==> config.mk <==
export PLATFORM = sky130hd
export DESIGN_NAME = mem_arbiter
export DESIGN_NICKNAME = d
export VERILOG_FILES = /design/src/rtl/mem_arbiter.sv
export SDC_FILE = /design/constraint.sdc
export NUM_CORES = 1
export LEC_CHECK = 0
export BUFFER_PORTS_ARGS = -buffer_cell sky130_fd_sc_hd__buf_2
export CORE_AREA = 2 2 104 106
export DETAILED_ROUTE_END_ITERATION = 8
export DIE_AREA = 0 0 106 108
export GPL_ROUTABILITY_DRIVEN = 0
export MAX_ROUTING_LAYER = met4
export PLACE_DENSITY = 0.51
export REMOVE_ABC_BUFFERS = 1
export SKIP_LAST_GASP = 1
export SLEW_MARGIN = 25
export SYNTH_ARGS = -nofsm -noshare
export SYNTH_HDL_FRONTEND = slang
export SYNTH_SLANG_ARGS = --single-unit
==> constraint.sdc <==
create_clock -name clock -period 2.45 [get_ports clock]
set_input_delay 0.49 -clock clock [delete_from_list [all_inputs] [get_ports clock]]
set_output_delay 0.49 -clock clock [all_outputs]
set_load 0.01 [all_outputs]
==> src/rtl/mem_arbiter.sv <==
// Two-port arbiter sharing one cache port between instruction and data masters.
// Data has priority; a saturating starvation counter forces an instruction grant.
module mem_arbiter #(
  parameter int ADDR_WIDTH   = 32,
  parameter int DATA_WIDTH   = 32,
  parameter int STARVE_LIMIT = 4
) (
  input  logic                  clock,
  input  logic                  reset,
  input  logic                  i_rd,
  input  logic [ADDR_WIDTH-1:0] i_addr,
  output logic [DATA_WIDTH-1:0] i_data,
  output logic                  i_waitrequest,
  input  logic                  d_rd,
  input  logic                  d_wr,
  input  logic [ADDR_WIDTH-1:0] d_addr,
  input  logic [DATA_WIDTH-1:0] d_wr_data,
  output logic [DATA_WIDTH-1:0] d_data,
  output logic                  d_waitrequest,
  output logic                  mem_rd,
  output logic                  mem_wr,
  output logic [ADDR_WIDTH-1:0] mem_addr,
  output logic [DATA_WIDTH-1:0] mem_wr_data,
  input  logic [DATA_WIDTH-1:0] mem_data,
  input  logic                  mem_waitrequest
);

  localparam logic [1:0] IDLE   = 2'd0;
  localparam logic [1:0] LOCK_I = 2'd1;
  localparam logic [1:0] LOCK_D = 2'd2;

  localparam logic [7:0] LIMIT = 8'(STARVE_LIMIT);

  logic [1:0] state;
  logic [1:0] state_nxt;
  logic [7:0] starve_cnt;
  logic [7:0] starve_nxt;
  logic       d_req;
  logic       starved;
  logic       grant_i;
  logic       grant_d;

  assign d_req   = d_rd | d_wr;
  assign starved = starve_cnt >= LIMIT;

  // Grants are held low during reset so no strobe escapes.
  always_comb begin
    grant_i = 1'b0;
    grant_d = 1'b0;
    if (!reset) begin
      unique case (state)
        IDLE: begin
          grant_d = d_req & ~starved;
          grant_i = i_rd & (~d_req | starved);
        end
        LOCK_I:  grant_i = 1'b1;
        LOCK_D:  grant_d = 1'b1;
        default: ;
      endcase
    end
  end

  always_comb begin
    mem_rd   = 1'b0;
    mem_wr   = 1'b0;
    mem_addr = d_addr;
    unique case (1'b1)
      grant_i: begin
        mem_rd   = i_rd;
        mem_addr = i_addr;
      end
      grant_d: begin
        mem_wr   = d_wr;
        mem_rd   = d_rd & ~d_wr;
        mem_addr = d_addr;
      end
      default: ;
    endcase
  end

  assign mem_wr_data = d_wr_data;
  assign i_data      = mem_data;
  assign d_data      = mem_data;

  assign i_waitrequest = grant_i ? mem_waitrequest : i_rd;
  assign d_waitrequest = grant_d ? mem_waitrequest : d_req;

  always_comb begin
    state_nxt = state;
    unique case (state)
      IDLE: begin
        if (grant_i && mem_waitrequest)
          state_nxt = LOCK_I;
        else if (grant_d && mem_waitrequest)
          state_nxt = LOCK_D;
      end
      LOCK_I, LOCK_D: begin
        if (!mem_waitrequest)
          state_nxt = IDLE;
      end
      default: state_nxt = IDLE;
    endcase
  end

  always_comb begin
    starve_nxt = 8'd0;
    if (i_rd && !grant_i)
      starve_nxt = starved ? LIMIT : starve_cnt + 8'd1;
  end

  always_ff @(posedge clock) begin
    if (reset) begin
      state      <= IDLE;
      starve_cnt <= 8'd0;
    end else begin
      state      <= state_nxt;
      starve_cnt <= starve_nxt;
    end
  end

endmodule

==> reports/qor.csv <==
metric;value;unit
outcome;finished with violations;
failing checks;negative setup slack;
part of the Yosys area used for sequential elements;11.2;%
combinational family with the most area after synthesis;buffers and inverters;
initial antenna violation count;2;
max-cap violation count;0;
cts bufs inserted;3;
flop2flop setup slack;720;ps
Routed Antenna Nets;0;
detailed-route wire length;12300;um
CTS Hold Buffers Added;0;
final worst path period share;101;%
flip-flop and latch count after synthesis;10;
fin nets;351;
die height;108;um
final hold vios;0;
Yosys cell types;37;
CP required;1960;ps
synthesized instance count;187;
ys async rst share;0;%
Buffers on Ports;105;
mux contribution to synthesized area;26.1;%
Min-Delay Path Class;reg -> reg;
H-Tree Depth;1;
share of layout cells above drive strength 1;77.3;%
RSZ-0062 raised after global routing;true;
pwr/cell area;371;nW/um^2
Die X;106;um
Residual DRC;0;
drt wl/cell;35.2;um
worst-path cell chain;nor4_4 > a31oi_4 > o21bai_4 > buf_12 > clkbuf_16 > mux2_4 > buf_6;
Compound-Gate Fraction of Synth Area;5.94;%
Clock Sinks;10;
post-synthesis xor/xnor area fraction;0;%
post-route setup slack;-20.4;ps
vias in the first global route;1286;
Crit-path slowest cell;nor4_4;
row count;37;
Main synth FF type;dfxtp_1;
Synth Area in Simple Gates;7.13;%
Max Slew Vio Count;0;
Root Driver;clkbuf_8;
first-pass GRT wire length;14300;um
end-of-flow core utilization;21.3;%
Clock transition at path regs;50;ps
GRT overflow;0;
clock tree buffer depth;2;
Syn-to-layout area delta;21.9;%
total power draw;0.810;mW
Max FO, Critical Path;8;
max incr delay on CP;350;ps
clk_lat worst skew;230;ps
clock skew;2.35;ps
Max VDD drop;0.164;mV
count of flip-flops with a built-in enable after synthesis;0;
hold_ws;455;ps
Pre-Repair DR Iteration Count;7;
Yosys warnings;0;
CTS tree;yes;
area of the core;10200;sq um
Leak;1.11;nW
IO Count;266;
critical path class;reg -> out;
WP data arrival;1980;ps
largest net degree at the start of global routing;21;
syn avg cell area;9.57;sq um
area of the die;11400;sq um
DP HPWL;10900;um
Final Setup Violations;19;
Iter 0 DRT Violations;83;
initial core utilization;17.5;%
total track usage;20.3;%
Worst Setup End Kind;primary output;
min cycle time layout;2470;ps
Setup crit start kind;flop;
via count;1434;
Post-Syn Area;1790;sq um
Synth Area in Adders;3.49;%
worst slack, placed;129;ps
Critical path buffers and inverters;3;
DR vias/cell;4.11;
fmax;405;MHz
CP top delay family;buffers and inverters;
setup tns final;-213;ps
## synthesized netlist by cell type, drive strengths merged (2+ instances only)
cell | count | area (sq um)
dfxtp | 10 | 200
nand2 | 2 | 7.51
nor4 | 2 | 27.5
inv | 7 | 26.3
nor3b | 2 | 15.0
buf | 100 | 792
ha | 5 | 62.6
mux2 | 32 | 458
a31oi | 2 | 18.8
nor2 | 2 | 7.51
a21oi | 2 | 10.0
## stage by stage
step / cells / instance area, sq um
after floorplan: 90 / 1010
after global placement: 336 / 1780
after detailed placement: 336 / 1780
after CTS: 340 / 1830
after global routing: 349 / 2180
final: 349 / 2180
## kinds of logic after synthesis
kind of cell / count (synthesis)
buffers and inverters: 108
multiplexers: 33
AND/OR/NAND/NOR: 17
AO/OA/AOI/OAI: 13
flip-flops: 10
adder cells (fa/ha/maj): 5
other: 1
## area by class of cell
class / instances / area (sq um)
Fill cell: 1108 / 8050
Timing Repair Buffer: 117 / 891
Multi-Input combinational cell: 73 / 835
Sequential cell: 10 / 201
Tap cell: 136 / 170
Clock buffer: 4 / 55.1
Inverter: 7 / 26.3
Antenna cell: 2 / 5.00
## flip-flops by register name, summed over array words and instances (netlist names)
name	count
starve_cnt	8
state	2
## per-layer routing
layer | vias up | wire (um) | track usage [%] | part of all wire [%]
li1 | 577 | - | - | -
met1 | 631 | 3040 | 13.8 | 25
met2 | 220 | 6010 | 32.7 | 49
met3 | 6 | 3190 | 26.3 | 26
met4 | 0 | 52 | 3.01 | 0.42
met5 | - | 0 | - | 0
## cells in the final DEF, fill, tap and decap left out, types with 2 or more instances in the layout
| cell | n |
|---|---|
| a21oi_1 | 2 |
| buf_12 | 3 |
| buf_2 | 76 |
| buf_4 | 5 |
| buf_6 | 30 |
| clkbuf_16 | 3 |
| clkbuf_8 | 4 |
| conb_1 | 5 |
| dfxtp_1 | 9 |
| diode_2 | 2 |
| ha_1 | 4 |
| inv_1 | 5 |
| inv_2 | 2 |
| mux2_4 | 32 |
| nand2_1 | 2 |
| nor2_1 | 2 |
| nor3b_1 | 2 |
## worst paths after layout
path,start,end,cells past startpoint
max,starve_cnt[7],mem_addr[13],7
min,starve_cnt[0],starve_cnt[0],1
max reg2reg,state[0],state[1],9
min reg2reg,starve_cnt[0],starve_cnt[0],1
## power by group
part	leakage [nW]	internal, mW	switching, mW
Clock	0.0288	0.141	0.0611
Sequential	0.0828	0.170	0.00432
Combinational	1.00	0.275	0.159
## repair_timing
action                                  in CTS  in global routing
gates cloned                                 0                  4
resized for setup                            1                 41
endpoints found under the setup margin      32                 34
pin swaps                                    0                  3
buffers inserted                             0                  3
(Power assumes the default switching activity.)
